<file path="config.mk">
export PLATFORM = sky130hd
export DESIGN_NAME = alu4_sched
export DESIGN_NICKNAME = d
export VERILOG_FILES = /design/src/rtl/alu4_sched.sv
export SDC_FILE = /design/constraint.sdc
export NUM_CORES = 1
export LEC_CHECK = 0
export ABC_AREA = 1
export CAP_MARGIN = 20
export CORE_ASPECT_RATIO = 1.1
export CORE_MARGIN = 1
export CORE_UTILIZATION = 47
export CTS_CLUSTER_DIAMETER = 200
export DETAILED_ROUTE_END_ITERATION = 8
export HOLD_SLACK_MARGIN = 0.15
export PLACE_DENSITY = 0.83
export SLEW_MARGIN = 30
export SYNTH_ARGS = -nofsm -noshare
export SYNTH_HDL_FRONTEND = slang
export SYNTH_SLANG_ARGS = --single-unit
</file>
<file path="constraint.sdc">
create_clock -name i_clk_ -period 2.9 [get_ports i_clk_]
set_input_delay 0.58 -clock i_clk_ [delete_from_list [all_inputs] [get_ports i_clk_]]
set_output_delay 0.58 -clock i_clk_ [all_outputs]
set_load 0.02 [all_outputs]
</file>
<file path="src/rtl/alu4_sched.sv">
// alu4_sched: schedules two requesters onto one shared alu4 datapath.
//
// One operation is in flight at a time. A round-robin arbiter grants a
// requester in IDLE, the granted op word is registered and driven to the
// datapath, the datapath is given EXEC_CYCLES cycles to settle, the result is
// captured and presented as a valid/ready response.
//
// Parameters
//   EXEC_CYCLES  settle cycles per operation, 1..15
//   CNT_W        width of the completion counter before it saturates (1..16);
//                the default of 16 saturates done_cnt at 0xFFFF
//
// Ports
//   i_clk_       clock, rising edge
//   i_rst_       synchronous active-high reset
//   req0_valid   requester 0 has an op pending
//   req0_op      requester 0 op word (bit k -> alu4 input i_k_)
//   req0_ready   requester 0 accepted this cycle
//   req1_valid   requester 1 has an op pending
//   req1_op      requester 1 op word
//   req1_ready   requester 1 accepted this cycle
//   alu_in       registered drive to the alu4 inputs
//   alu_out      alu4 outputs zz00..zz07
//   rsp_valid    result available
//   rsp_ready    consumer accepts result
//   rsp_data     captured alu4 result
//   rsp_id       requester that issued the result
//   busy         high whenever not idle
//   done_cnt     saturating count of completed response handshakes

module alu4_sched #(
  parameter int unsigned EXEC_CYCLES = 1,
  parameter int unsigned CNT_W       = 16
) (
  input  logic        i_clk_,
  input  logic        i_rst_,
  input  logic        req0_valid,
  input  logic [13:0] req0_op,
  output logic        req0_ready,
  input  logic        req1_valid,
  input  logic [13:0] req1_op,
  output logic        req1_ready,
  output logic [13:0] alu_in,
  input  logic [7:0]  alu_out,
  output logic        rsp_valid,
  input  logic        rsp_ready,
  output logic [7:0]  rsp_data,
  output logic        rsp_id,
  output logic        busy,
  output logic [15:0] done_cnt
);

  localparam logic [3:0]  SettleLoad = 4'(EXEC_CYCLES);
  localparam logic [15:0] DoneMax    = 16'((32'd1 << CNT_W) - 32'd1);

  typedef enum logic [1:0] {
    StIdle,
    StExec,
    StResp
  } state_e;

  state_e      state_q, state_d;
  logic        prio_q, prio_d;
  logic [13:0] op_q, op_d;
  logic        id_q, id_d;
  logic [7:0]  data_q, data_d;
  logic [3:0]  settle_q, settle_d;
  logic [15:0] done_q, done_d;
  logic        grant1;

  always_ff @(posedge i_clk_) begin
    if (i_rst_) begin
      state_q  <= StIdle;
      prio_q   <= 1'b0;
      op_q     <= '0;
      id_q     <= 1'b0;
      data_q   <= '0;
      settle_q <= '0;
      done_q   <= '0;
    end else begin
      state_q  <= state_d;
      prio_q   <= prio_d;
      op_q     <= op_d;
      id_q     <= id_d;
      data_q   <= data_d;
      settle_q <= settle_d;
      done_q   <= done_d;
    end
  end

  always_comb begin
    state_d    = state_q;
    prio_d     = prio_q;
    op_d       = op_q;
    id_d       = id_q;
    data_d     = data_q;
    settle_d   = settle_q;
    done_d     = done_q;
    req0_ready = 1'b0;
    req1_ready = 1'b0;
    // Requester 1 wins when it is the only one asking, or both ask and it
    // holds priority.
    grant1     = req1_valid & (~req0_valid | prio_q);

    unique case (state_q)
      StIdle: begin
        if (req0_valid || req1_valid) begin
          if (grant1) begin
            req1_ready = 1'b1;
            op_d       = req1_op;
            id_d       = 1'b1;
          end else begin
            req0_ready = 1'b1;
            op_d       = req0_op;
            id_d       = 1'b0;
          end
          prio_d   = ~grant1;
          settle_d = SettleLoad;
          state_d  = StExec;
        end
      end
      StExec: begin
        // A zero count can only arise from an illegal parameter; treat it like
        // the last settle cycle so the FSM cannot get stuck.
        if (settle_q <= 4'd1) begin
          data_d   = alu_out;
          settle_d = '0;
          state_d  = StResp;
        end else begin
          settle_d = settle_q - 4'd1;
        end
      end
      StResp: begin
        if (rsp_ready) begin
          state_d = StIdle;
          if (done_q != DoneMax) begin
            done_d = done_q + 16'd1;
          end
        end
      end
      default: begin
        state_d = StIdle;
      end
    endcase
  end

  assign alu_in    = op_q;
  assign rsp_valid = (state_q == StResp);
  assign rsp_data  = data_q;
  assign rsp_id    = id_q;
  assign busy      = (state_q != StIdle);
  assign done_cnt  = done_q;

endmodule

</file>
==> results.py <==
metrics = {
    "timing": {
        "setup-tns-final_ns": 0,
        "tightestPinTransition_ns": 0.4616,
        "final_hold_viol_count": 0,
        "setup_viol": 0,
        "min_period_over_period_pct": 92.96,
        "max_freq_mhz": 370.9,
        "finalMaxSlewViolations": 0,
        "rsz0062_at_grt": "no",
        "timing.slew.headroom_pct": 69.23,
        "period_minus_slack_ns": 2.696,
        "fin_skew_ns": 0.006267,
    },
    "global_route": {
        "grt_first_pass_wirelength_um": 8859,
        "antenna_found_initial": 0,
        "grt_pass1_vias": 2132,
        "grtUsageTotal_pct": 23.60,
        "grt_max_degree": 22,
        "grt_overflow": 0,
    },
    "clock_tree": {
        "cts.clk_slew.worst_paths_ns": 0.08,
        "cts-resized-gates": 0,
        "clk_path_buf_depth": 2,
        "insertion_delay_ns": 0.30,
        "numCtsBuffers": 5,
        "clock_sinks": 46,
        "root_buffer": "clkbuf_8",
        "cts_setup_buffers": 0,
        "cts_tree": "yes",
        "hold_buffers": 0,
        "htree_num_levels": 2,
    },
    "logic_synthesis": {
        "yosysWarnings": 0,
        "syn_inst": 308,
        "yosysSeqAreaShare_pct": 42.27,
        "syn_nets": 352,
        "synth_edf_count": 0,
        "async_flop_share_pct": 0,
        "synth_area_mm2": 0.002178,
        "ys_ff_latch": 46,
        "synth_ff_type": "dfxtp_1",
        "synth_area_per_cell_um2": 7.073,
        "synth_cell_types": 28,
    },
    "placement": {
        "gp_congestion": 0.8635,
        "port_buffers": 83,
        "dpl.hpwl_um": 4195,
    },
    "worst_setup_path": {
        "crit_type": "input port to output pin",
        "cp-start-kind": "input port",
        "cp.arrival_ns": 2.12,
        "cp_data_required_time_ns": 2.32,
        "endpoint_kind": "output pin",
        "path_max_fanout": 3,
    },
    "detailed_routing": {
        "antenna_left": 0,
        "drtPass1Iterations": 4,
        "drt_iter0_markers": 92,
        "remaining_drc_errors": 0,
        "wl_um": 5587,
        "via_per_inst": 5.062,
        "vias": 2298,
        "routedWlPerCell_um": 12.31,
    },
    "hold_path": {
        "min_path_type": "register to register",
    },
    "layout": {
        "nets": 443,
        "drive_gt1_share_pct": 8.000,
        "fill_cells": 406,
        "antenna_cells": 0,
        "area_growth_pct": 46.24,
        "layout_commonest_cell": "nand2_1",
        "mostFrequentLayoutCells": "nand2_1, clkdlybuf4s50_1, dfxtp_1",
    },
    "run": {
        "cap_violations": 0,
    },
    "power_and_ir_drop": {
        "power.total_mw": 1.727,
        "p_per_area_mw_per_mm2": 542.2,
        "ir_drop_mv": 0.4049,
        "p_leak_nw": 1.196,
    },
    "die": {
        "initial_core_util_pct": 49.74,
        "num_rows": 25,
        "ios": 84,
        "die_y_um": 73.40,
        "die_area_mm2": 0.004911,
        "core_area_mm2": 0.004379,
        "die_x_um": 66.91,
    },
    "run_status": {
        "status": "completed",
    },
}
[cell families after synthesis]
| logic type | after synthesis | synth area share [%] |
|---|---|---|
| and+or+nand+nor | 161 | 31.25 |
| AOI/OAI and AO/OA | 57 | 15.51 |
| DFF | 46 | 42.27 |
| buffers and inverters | 33 | 6.031 |
| xor gates and xnor gates | 8 | 3.216 |
| adders and majority gates | 3 | 1.723 |
[synth_stat cells, types with 2 or more instances]
cell	n	area (um^2)
inv_2	2	7.510
o31ai_1	7	52.55
inv_1	23	86.33
nand4_1	4	25.02
xnor2_1	4	35.03
clkinv_1	2	7.510
ha_1	3	37.54
nor2_1	31	116.4
nor2_2	8	50.05
clkbuf_1	2	7.510
o21ai_2	2	17.52
nor3_1	3	15.01
a21oi_1	28	140.1
a31oi_1	6	37.54
nand3_1	12	60.06
nand2_2	2	12.51
nor2_4	2	22.52
o21ai_0	10	50.05
buf_1	3	11.26
nand2_1	98	367.9
xor2_1	4	35.03
dfxtp_1	46	920.9
[critical path: stages]
cell and delay [ns]:
clkdlybuf4s50_1 0.51, inv_1 0.06, o21ai_2 0.18, nand2_1 0.10
clkinv_1 0.08, clkdlybuf4s50_1 0.60
[sequential cells by signal (all words and copies together), names as in the netlist]
name and cells:
done_cnt 16, alu_in 14, rsp_data 8, settle_q 4, state_q 2, prio_q 1, rsp_id 1
[metal layers]
metal  share of wire (%)  wire, um  up-vias  global-route usage, %
met4                 2.4       136        0                  10.17
li1                    -         -     1182                      -
met3                 4.9       276       14                  4.503
met5                   0         0        -                      0
met1                  42      2342     1033                  26.75
met2                  51      2830       69                  42.42
[final timing paths]
check,startpoint,endpoint,slack (ns),cells after the start
min,rsp_data[1]$_SDFFE_PP0P_,rsp_data[1]$_SDFFE_PP0P_,0.47,2
max,req0_valid,req0_ready,0.20,6
max reg2reg,settle_q[0]$_SDFFE_PP0P_,settle_q[2]$_SDFFE_PP0P_,1.21,7
min reg2reg,rsp_data[1]$_SDFFE_PP0P_,rsp_data[1]$_SDFFE_PP0P_,0.47,2
[where the power goes]
group | total, mW | internal (mW) | switching (mW)
logic | 0.587 | 0.266 | 0.321
clock network | 0.390 | 0.170 | 0.220
registers | 0.751 | 0.705 | 0.0456
total | 1.73 | 1.14 | 0.586
[cell type report]
type	count	area [um^2]	share of cell area [%]
Timing Repair Buffer	90	883.3	27.73
Clock inverter	2	13.76	0.4320
Clock buffer	6	72.57	2.278
Tap cell	54	67.56	2.121
Multi-Input combinational cell	229	1126	35.35
Sequential cell	46	920.9	28.91
Inverter	27	101.3	3.181
[per-stage QoR]
step,instance area [um^2],utilization [%],worst slack (ns),std cells,hold WS (ns)
3_5_place_dp,3099,70.77,0.1930,446,0.4481
4_1_cts,3186,72.74,0.1921,454,0.4673
6_report,3186,72.74,0.2041,454,0.4658
2_1_floorplan,2178,-,1.145,308,0.4724
5_1_grt,3186,72.74,0.1356,454,0.4814
3_3_place_gp,3099,70.77,0.2350,446,0.4416
Power figures use the tool's default switching activity.
